## src/rtl/csr_file_v2_if.sv

```systemverilog
// rtl/csr_file_v2_if.sv - EXU-side Zicsr access bus into the CSR file
interface csr_file_v2_if #(
  parameter int XLEN = 32
);
  logic            exu_en_i;
  logic [1:0]      exu_op_i;
  logic [11:0]     exu_addr_i;
  logic [XLEN-1:0] exu_wdata_i;
  logic [XLEN-1:0] exu_rdata_o;
  logic            exu_illegal_o;

  modport master (
    output exu_en_i, exu_op_i, exu_addr_i, exu_wdata_i,
    input  exu_rdata_o, exu_illegal_o
  );

  modport slave (
    input  exu_en_i, exu_op_i, exu_addr_i, exu_wdata_i,
    output exu_rdata_o, exu_illegal_o
  );
endinterface

```

## src/rtl/csr_file_v2.sv

```systemverilog
// rtl/csr_file_v2.sv - M-mode CSR file: Zicsr RW/RS/RC, trap/MRET stacking, cycle/instret/HPM counters
module csr_file_v2 #(
  parameter int          XLEN      = 32,
  parameter int          CNT_W     = 64,
  parameter int          NUM_HPM   = 4,
  parameter logic [31:0] MTVEC_RST = 32'h0,
  parameter logic [31:0] HART_ID   = 32'h0
) (
  input  logic               clk,
  input  logic               rstn,
  csr_file_v2_if.slave       exu,
  input  logic               instret_i,
  input  logic [NUM_HPM-1:0] hpm_evt_i,
  input  logic               trap_i,
  input  logic [XLEN-1:0]    trap_cause_i,
  input  logic [XLEN-1:0]    trap_pc_i,
  input  logic [XLEN-1:0]    trap_val_i,
  input  logic               mret_i,
  input  logic [2:0]         irq_i,
  output logic [XLEN-1:0]    mtvec_o,
  output logic [XLEN-1:0]    mepc_o,
  output logic               irq_pend_o
);

  // Counter index 0 = mcycle, 1 = minstret, 2.. = mhpmcounter3..
  localparam int NCNT = 2 + NUM_HPM;
  localparam logic [31:0] IRQ_MASK = 32'h0000_0888;

  function automatic logic [31:0] inh_mask_f();
    logic [31:0] m;
    m = 32'h0000_0005;
    for (int n = 0; n < NUM_HPM; n++) m[3+n] = 1'b1;
    return m;
  endfunction

  localparam logic [31:0] INH_MASK = inh_mask_f();

  function automatic logic [11:0] cnt_addr(input int idx, input logic [11:0] base);
    return base + ((idx == 0) ? 12'h000 : 12'(idx + 1));
  endfunction

  logic             mst_mie, mst_mpie;
  logic [31:0]      mie_q, mip_q, mtvec_q, mepc_q, mcause_q, mtval_q, mscratch_q, minh_q;
  logic [CNT_W-1:0] cnt_q  [NCNT];
  logic [63:0]      cnt_x  [NCNT];
  logic [63:0]      cnt_nx [NCNT];
  logic [NCNT-1:0]  cnt_run, cnt_wr_lo, cnt_wr_hi;
  logic [31:0]      mstatus_rd, mtvec_rd, mepc_rd, rval, nval;
  logic             hit, write_try, illegal, exu_wr;

  assign mstatus_rd = {19'b0, 2'b11, 3'b0, mst_mpie, 3'b0, mst_mie, 3'b0};
  assign mtvec_rd   = {mtvec_q[31:2], 1'b0, mtvec_q[0]};
  assign mepc_rd    = {mepc_q[31:2], 2'b00};

  always_comb begin
    for (int i = 0; i < NCNT; i++) cnt_x[i] = 64'(cnt_q[i]);
  end

  // Address decode; the counter lo/hi select also steers the write path
  always_comb begin
    hit       = 1'b1;
    rval      = '0;
    cnt_wr_lo = '0;
    cnt_wr_hi = '0;
    case (exu.exu_addr_i)
      12'h300: rval = mstatus_rd;
      12'h304: rval = mie_q;
      12'h305: rval = mtvec_rd;
      12'h320: rval = minh_q;
      12'h340: rval = mscratch_q;
      12'h341: rval = mepc_rd;
      12'h342: rval = mcause_q;
      12'h343: rval = mtval_q;
      12'h344: rval = mip_q;
      12'hF14: rval = HART_ID;
      default: hit = 1'b0;
    endcase
    for (int i = 0; i < NCNT; i++) begin
      if (exu.exu_addr_i == cnt_addr(i, 12'hB00)) begin
        hit          = 1'b1;
        rval         = cnt_x[i][31:0];
        cnt_wr_lo[i] = 1'b1;
      end
      if (exu.exu_addr_i == cnt_addr(i, 12'hB80)) begin
        hit          = 1'b1;
        rval         = cnt_x[i][63:32];
        cnt_wr_hi[i] = 1'b1;
      end
      if (i < 2 && exu.exu_addr_i == cnt_addr(i, 12'hC00)) begin
        hit  = 1'b1;
        rval = cnt_x[i][31:0];
      end
      if (i < 2 && exu.exu_addr_i == cnt_addr(i, 12'hC80)) begin
        hit  = 1'b1;
        rval = cnt_x[i][63:32];
      end
    end
  end

  // RS/RC with a zero operand is a pure read, so it stays legal on read-only CSRs
  assign write_try = (exu.exu_op_i != 2'b00) &&
                     ((exu.exu_op_i == 2'b01) || (exu.exu_wdata_i != '0));
  assign illegal   = exu.exu_en_i &&
                     (!hit || ((exu.exu_addr_i[11:10] == 2'b11) && write_try));
  assign exu_wr    = exu.exu_en_i && write_try && !illegal && !trap_i && !mret_i;

  assign exu.exu_illegal_o = illegal;
  assign exu.exu_rdata_o   = illegal ? '0 : rval;

  always_comb begin
    case (exu.exu_op_i)
      2'b01:   nval = exu.exu_wdata_i;
      2'b10:   nval = rval | exu.exu_wdata_i;
      2'b11:   nval = rval & ~exu.exu_wdata_i;
      default: nval = rval;
    endcase
  end

  assign cnt_run = {hpm_evt_i, instret_i, 1'b1} &
                   ~{minh_q[3 +: NUM_HPM], minh_q[2], minh_q[0]};

  // A half-write freezes the other half for that cycle: no increment, no carry
  always_comb begin
    for (int i = 0; i < NCNT; i++) begin
      cnt_nx[i] = cnt_x[i];
      if (exu_wr && cnt_wr_lo[i]) begin
        cnt_nx[i][31:0] = nval;
      end else if (exu_wr && cnt_wr_hi[i]) begin
        cnt_nx[i][63:32] = nval;
      end else if (cnt_run[i]) begin
        cnt_nx[i] = cnt_x[i] + 64'd1;
      end
    end
  end

  always_ff @(posedge clk or negedge rstn) begin
    if (!rstn) begin
      mst_mie    <= 1'b0;
      mst_mpie   <= 1'b0;
      mie_q      <= '0;
      mip_q      <= '0;
      mtvec_q    <= MTVEC_RST & ~32'h0000_0002;
      mepc_q     <= '0;
      mcause_q   <= '0;
      mtval_q    <= '0;
      mscratch_q <= '0;
      minh_q     <= '0;
      for (int i = 0; i < NCNT; i++) cnt_q[i] <= '0;
    end else begin
      mip_q <= {20'b0, irq_i[2], 3'b0, irq_i[1], 3'b0, irq_i[0], 3'b0};
      for (int i = 0; i < NCNT; i++) cnt_q[i] <= cnt_nx[i][CNT_W-1:0];
      if (trap_i) begin
        mepc_q   <= trap_pc_i;
        mcause_q <= trap_cause_i;
        mtval_q  <= trap_val_i;
        mst_mpie <= mst_mie;
        mst_mie  <= 1'b0;
      end else if (mret_i) begin
        mst_mie  <= mst_mpie;
        mst_mpie <= 1'b1;
      end else if (exu_wr) begin
        case (exu.exu_addr_i)
          12'h300: begin
            mst_mie  <= nval[3];
            mst_mpie <= nval[7];
          end
          12'h304: mie_q      <= nval & IRQ_MASK;
          12'h305: mtvec_q    <= nval;
          12'h320: minh_q     <= nval & INH_MASK;
          12'h340: mscratch_q <= nval;
          12'h341: mepc_q     <= nval;
          12'h342: mcause_q   <= nval;
          12'h343: mtval_q    <= nval;
          default: ;
        endcase
      end
    end
  end

  assign mtvec_o    = mtvec_rd;
  assign mepc_o     = mepc_rd;
  assign irq_pend_o = mst_mie & |(mip_q & mie_q);

endmodule
```

## src/flat_wrapper.sv

```systemverilog
// flat-port wrapper written by rule: the top's interface ports become plain ports
module csr_file_v2_flat 
#(
  parameter int          XLEN      = 32,
  parameter int          CNT_W     = 64,
  parameter int          NUM_HPM   = 4,
  parameter logic [31:0] MTVEC_RST = 32'h0,
  parameter logic [31:0] HART_ID   = 32'h0
)
  (clk, rstn, instret_i, hpm_evt_i, trap_i, trap_cause_i, trap_pc_i, trap_val_i, mret_i, irq_i, mtvec_o, mepc_o, irq_pend_o, exu_exu_en_i, exu_exu_op_i, exu_exu_addr_i, exu_exu_wdata_i, exu_exu_rdata_o, exu_exu_illegal_o);
  csr_file_v2_if #(.XLEN(XLEN)) exu_i ();
  input  logic clk;
  input  logic rstn;
  input  logic instret_i;
  input  logic [NUM_HPM-1:0] hpm_evt_i;
  input  logic trap_i;
  input  logic [XLEN-1:0] trap_cause_i;
  input  logic [XLEN-1:0] trap_pc_i;
  input  logic [XLEN-1:0] trap_val_i;
  input  logic mret_i;
  input  logic [2:0] irq_i;
  output logic [XLEN-1:0] mtvec_o;
  output logic [XLEN-1:0] mepc_o;
  output logic irq_pend_o;
  input wire logic [$bits(exu_i.exu_en_i)-1:0] exu_exu_en_i;
  input wire logic [$bits(exu_i.exu_op_i)-1:0] exu_exu_op_i;
  input wire logic [$bits(exu_i.exu_addr_i)-1:0] exu_exu_addr_i;
  input wire logic [$bits(exu_i.exu_wdata_i)-1:0] exu_exu_wdata_i;
  output wire logic [$bits(exu_i.exu_rdata_o)-1:0] exu_exu_rdata_o;
  output wire logic [$bits(exu_i.exu_illegal_o)-1:0] exu_exu_illegal_o;
  assign exu_i.exu_en_i = exu_exu_en_i;
  assign exu_i.exu_op_i = exu_exu_op_i;
  assign exu_i.exu_addr_i = exu_exu_addr_i;
  assign exu_i.exu_wdata_i = exu_exu_wdata_i;
  assign exu_exu_rdata_o = exu_i.exu_rdata_o;
  assign exu_exu_illegal_o = exu_i.exu_illegal_o;
  csr_file_v2 #(.XLEN(XLEN), .CNT_W(CNT_W), .NUM_HPM(NUM_HPM), .MTVEC_RST(MTVEC_RST), .HART_ID(HART_ID)) u_core (.clk(clk), .rstn(rstn), .exu(exu_i), .instret_i(instret_i), .hpm_evt_i(hpm_evt_i), .trap_i(trap_i), .trap_cause_i(trap_cause_i), .trap_pc_i(trap_pc_i), .trap_val_i(trap_val_i), .mret_i(mret_i), .irq_i(irq_i), .mtvec_o(mtvec_o), .mepc_o(mepc_o), .irq_pend_o(irq_pend_o));
endmodule
```

## config.mk

```make
export PLATFORM = sky130hd
export DESIGN_NAME = csr_file_v2_flat
export DESIGN_NICKNAME = d
export VERILOG_FILES = /design/src/rtl/csr_file_v2_if.sv /design/src/rtl/csr_file_v2.sv /design/src/flat_wrapper.sv
export SDC_FILE = /design/constraint.sdc
export NUM_CORES = 2
export LEC_CHECK = 0
export ABC_AREA = 0
export CAP_MARGIN = 20
export CORE_UTILIZATION = 50
export DETAILED_ROUTE_END_ITERATION = 12
export PLACE_DENSITY = 0.77
export SLEW_MARGIN = 20
export SYNTH_ARGS = -nofsm -noshare
export SYNTH_HDL_FRONTEND = slang
export SYNTH_SLANG_ARGS = --single-unit
```

## constraint.sdc

```tcl
create_clock -name clk -period 6.7 [get_ports clk]
set_input_delay 1.675 -clock clk [delete_from_list [all_inputs] [get_ports clk]]
set_output_delay 1.675 -clock clk [all_outputs]
set_load 0.05 [all_outputs]
```

---- After elaboration in Yosys (flattened, before gate mapping) ----
Index checks and enable logic that the tools add are counted.
word-level totals
  register bits ........................... 558
  bits of input ports ..................... 155
  output and inout port bits .............. 98
cells by class
  add/subtract/negate cells ............... 6
  muxes and demuxes ....................... 92
  bitwise gates (word level) .............. 15
  reduce and logical (&&, ||, !) cells .... 67
  equal/unequal tests ..................... 37
operators by type and width
  operator                                                                 count
  32-bit 2-to-1 mux                                                        47
  64-bit by 1-bit adder with 64-bit output, second input constant          6
  64-bit 2-to-1 mux                                                        6
  32-bit one-hot mux with 9 select lines                                   1
  12-bit equality test, second input constant                              17
  12-bit by 10-bit equality test with 1-bit output, second input constant  9
  32-bit one-hot mux with 3 select lines                                   1
  1-bit 2-to-1 mux                                                         37
  2-bit nonzero test                                                       17
  32-bit bitwise AND                                                       1
  32-bit inverter                                                          1
  32-bit OR                                                                1
  32-bit nonzero test                                                      1
  32-bit OR reduction                                                      1
  2-bit AND reduction                                                      13
  1-bit logical AND                                                        19
  4-bit AND reduction                                                      4
  12-bit bitwise AND                                                       1
  2-bit by 1-bit != test with 1-bit output, second input constant          6
  10-bit OR reduction                                                      1
  3-bit AND reduction                                                      3
  1-bit inverter                                                           8
  6-bit bitwise AND                                                        1
  2-bit equality test, second input constant                               3
  7 further kinds                                                          12

---- Logic depth before layout (Yosys ltp) ----
  depth in word-level cells ............... 29
  depth in mapped cells ................... 15
  depth with buffers taken out ............ 10

---- Worst setup path after synthesis ----
Ideal clock, no wire load.
  path type ............................... input port to output port
  start point ............................. input exu_exu_addr_i[6]
  end point ............................... output exu_exu_rdata_o[31]
  stages on the path ...................... 12
  buffers on the path ..................... 5
  path slack .............................. 0.145 ns
  arrival time ............................ 4.880 ns
  path through ............................ buf_6 -> or4b_1 -> buf_2 -> buf_6 -> buf_6 -> clkbuf_1 -> nor2_1 -> a32o_1 -> a21oi_1 -> o41ai_1 -> a21oi_1 -> nor3_1
on the way
  longest elaborated chain between the ends .. 23
  elaborated cells between the ends (all ways) .. 65
ends and longest elaborated chain
  what                                                                                             line                source
  start, declared                                                                                  flat_wrapper.sv:27  input wire logic [$bits(exu_i.exu_addr_i)-1:0] exu_exu_addr_i;
  12-bit by 10-bit equality test with 1-bit output / 12-bit equality test (equally long branches)  csr_file_v2.sv:65   case (exu.exu_addr_i)
  10-bit OR reduction (no source line)                                                             -
  1-bit 2-to-1 mux                                                                                 csr_file_v2.sv:65
  1-bit 2-to-1 mux                                                                                 csr_file_v2.sv:79   if (exu.exu_addr_i == cnt_addr(i, 12'hB00)) begin
  1-bit 2-to-1 mux                                                                                 csr_file_v2.sv:84   if (exu.exu_addr_i == cnt_addr(i, 12'hB80)) begin
  1-bit 2-to-1 mux                                                                                 csr_file_v2.sv:89   if (i < 2 && exu.exu_addr_i == cnt_addr(i, 12'hC00)) begin
  1-bit 2-to-1 mux                                                                                 csr_file_v2.sv:93   if (i < 2 && exu.exu_addr_i == cnt_addr(i, 12'hC80)) begin
  1-bit 2-to-1 mux                                                                                 csr_file_v2.sv:79
  (+7 left out)                                                                                    -
  1-bit 2-to-1 mux                                                                                 csr_file_v2.sv:79
  1-bit 2-to-1 mux                                                                                 csr_file_v2.sv:84
  1-bit 2-to-1 mux                                                                                 csr_file_v2.sv:79
  1-bit 2-to-1 mux                                                                                 csr_file_v2.sv:84
  1-bit zero test                                                                                  csr_file_v2.sv:104  (!hit || ((exu.exu_addr_i[11:10] == 2'b11) && write_try));
  1-bit logical OR                                                                                 csr_file_v2.sv:104
  1-bit logical AND                                                                                csr_file_v2.sv:103  assign illegal = exu.exu_en_i &&
  32-bit 2-to-1 mux (*)                                                                            csr_file_v2.sv:108  assign exu.exu_rdata_o = illegal ? '0 : rval;
  end, declared                                                                                    flat_wrapper.sv:29  output wire logic [$bits(exu_i.exu_rdata_o)-1:0] exu_exu_rdata_o;
Every way passes the cells marked *; elsewhere a longest branch is shown, timed or not.

---- Worst setup path after layout ----
  start point ............................. input exu_exu_addr_i[7]
  end point ............................... output exu_exu_rdata_o[24]
Same word-level chain as after synthesis.

==> results_dict.tcl <==
set metrics [dict create \
    status "finished, violations left" \
    violations "negative setup slack" \
    fin_crit_sh 1.013 \
    critical_path_required_ps 5030 \
    nets 5377 \
    cts_buffers 60 \
    seqPwrFrac 0.439 \
    antenna_found_initial 31 \
    routed-via-count 46270 \
    synth_cells 4787 \
    initial_core_util 0.5052 \
    synth_seq_cells 555 \
    powerDensity_nw_per_um2 191.0 \
    hold_violations 0 \
    ys.flop_type "dfrtp_1" \
    dieArea_um2 77720 \
    core_area_um2 75820 \
    hold_class "reg -> reg" \
    synth_edf_count 0 \
    synth_top_area_frac 0.3626 \
    clock_skew_ps 51.60 \
    drc 0 \
    ir_drop_v 0.0002044 \
    fin_cells 6257 \
    p_switching_mw 2.979 \
    grt_pass1_vias 41940 \
    ys_types 108 \
    io_pins 253 \
    clock_latency_ps 690 \
    grt_max_degree 136 \
    tightest_slew_ps 1108 \
    ant_nets 0 \
    synthTopCellsByArea "dfrtp_1 (36%), a21oi_1 (6.5%), o21ai_0 (6.0%), nand2_1 (5.4%), nor2_1 (4.0%)" \
    cap_viol_max_count 0 \
    cts_tree "yes" \
    crit_type "in -> out" \
    p_comb_frac 0.171 \
    fp.dieH_um 278.8 \
    p_int_mw 6.061 \
    end_kind "primary output" \
    hpwl_um 166000 \
    synth_top_area_cell "dfrtp_1" \
    synth.avg_cell_area_um2 8.002 \
    slew_viol_final 0 \
    drtPass1Iterations 7 \
    clkTransAtPathRegs_ps 60 \
    finalSetupTns_ps -306.7 \
    grt.overflow.total 0 \
    h-tree-depth 2 \
    wl_per_cell_um 35.59 \
    setup_ws_ps -87.68 \
    io_buffer_count 247 \
    chipWidth_um 278.8 \
    yosys_warnings 0 \
    finalPower_mw 9.039 \
    netSwitchingFraction 0.3295 \
    rsz0062_at_grt "true" \
    row_count 101 \
    cp_data_arrival_time_ps 5110 \
    slew_headroom 0.2615 \
    netlist_area_um2 38310 \
    drt_iter0_markers 8495 \
    grt_usage 0.5588 \
    cts_buffer_depth 3 \
    final_cell_mix "dfrtp_1 (555), nand2_1 (548), a21oi_1 (495)" \
    dp.cells 6126 \
    drive_gt1_frac 0.1528 \
    setup_viol_count_final 8 \
    gp_congestion 1.156 \
    ys_seq_area_frac 0.3626 \
    max_freq_mhz 147.3 \
    wirelength_um 222700 \
    grt_pass1_wl_um 310600 \
    final_area_um2 47320 \
    path_max_fanout 20 \
    clock-sinks 555 \
    area_growth_pct 23.53 \
    viasPerCell 7.395 \
    layout_commonest_cell "dfrtp_1" \
    placed_cell_area_um2 45050 \
    cts_root_buf "clkbuf_16" \
    pwr-share-clk 0.390 \
    leakagePower_nw 19.00 \
    critPathLaunchType "input pin" \
    postSynth.asyncResetShare 1.000 \
    min_period_ps 6788 \
]
[path summary, 6_finish.rpt]
path	from	depth (start not counted)	slack (ps)	end
max	exu_exu_addr_i[7]	12	-90	exu_exu_rdata_o[24]
min	u_core.mscratch_q[22]	2	480	u_core.mscratch_q[22]
max reg2reg	u_core.cnt_q[68]	9	2860	u_core.cnt_q[126]
min reg2reg	u_core.mscratch_q[22]	2	480	u_core.mscratch_q[22]
max in group asynchronous	rstn	2	4230	u_core.cnt_q[180]
min in group asynchronous	rstn	1	1100	u_core.mtvec_q[13]
[kinds of logic (layout without fill, tap and decap cells)]
logic type	after synthesis	after routing	share of synthesized area
flops	555	555	0.3626
buf+inv	437	911	0.04971
fa+ha+maj	6	6	0.001960
simple gates	1809	1809	0.2331
xor+xnor	211	211	0.04824
mux	65	65	0.02384
compound gates	1703	1703	0.2805
other cells	1	19	0.00009790
[area by class of cell]
type                       instances  area, um^2
clock inverter                    28       352.8
tap                              978        1224
clock buffer                      81        1690
multi-input combinational       3797       22790
fill                            6593       28500
sequential                       555       13890
timing repair buffer             744        7118
antenna                           16       40.04
inverter                          58       217.7
[synth_stat cells (15+ instances only)]
cell      count
o22ai_1      71
a22oi_1      70
nand2_1     550
a221oi_1     51
nor3_1      113
and4_1       37
a21oi_1     499
clkbuf_1    223
a211oi_1     48
nor2_1      405
o21a_1       28
a31oi_1      27
and3_1       99
and2_1       28
buf_4        19
o21ai_1      47
nand2b_1     20
nor2b_1      18
nor4_1       53
o21ai_0     463
o211ai_1     55
xnor2_1     154
nor3_2       19
nand3_1     223
mux4_2       19
or3_1        28
xor2_1       57
a21o_1       40
mux2i_1      26
dfrtp_1     555
o221ai_1     26
buf_2       112
nand4_1     127
a22o_1       45
mux2_2       20
buf_1        18
inv_1        57
a221o_1      15
[power by group through the flow]
stage          clock, mW  combinational, mW  sequential (mW)
2_1_floorplan          0              0.685             3.84
3_3_place_gp           0               1.44             3.97
3_5_place_dp           0               1.46             3.97
4_1_cts             3.51               1.47             3.92
5_1_grt             3.63               1.59             3.95
6_report            3.53               1.55             3.97
[timing repair]
action                                  in CTS  in global routing
hold buffers                                 0                  0
hold endpoints to repair                     0                  0
cloned                                       0                  1
endpoints found under the setup margin      21                 30
setup buffers                                2                  3
resized for setup                            7                 21
pin swaps                                    3                  7
[per-stage QoR]
| step | hold slack, ps | util | setup WS [ps] |
|---|---|---|---|
| after CTS | 481.2 | 0.6215 | 1.092 |
| final | 481.7 | 0.6241 | -87.68 |
| after global placement | 456.7 | 0.5937 | -174.1 |
| after floorplan | 442.3 | - | 145.2 |
| after detailed placement | 466.5 | 0.5942 | -209.0 |
| after global routing | 492.4 | 0.6237 | -29.17 |
[flip-flops by register name, summed over array words and instances, names as in the netlist, 3 cells and up]
name,cells
u_core.mip_q,3
u_core.mtvec_q,31
u_core.mcause_q,32
u_core.minh_q,6
u_core.mscratch_q,32
u_core.mepc_q,30
u_core.cnt_q,384
u_core.mie_q,3
u_core.mtval_q,32
[routing by layer]
layer,global-route usage,wire length [um],up-vias
met4,0.4235,20550,32
met5,0,230,-
li1,-,-,18720
met1,0.7289,79370,22120
met3,0.2121,37110,1066
met2,0.7408,85450,4334
[critical path: stages]
cell and delay (ps):
clkdlybuf4s50_1 520, or4_2 740, buf_12 190, buf_12 170, nor3_4 260, buf_12 170
a221o_1 210, o2111ai_1 300, nand4_1 280, o21ai_1 210, nor2_2 200, buf_12 150
Note: power is estimated with default switching activity, not from simulation.
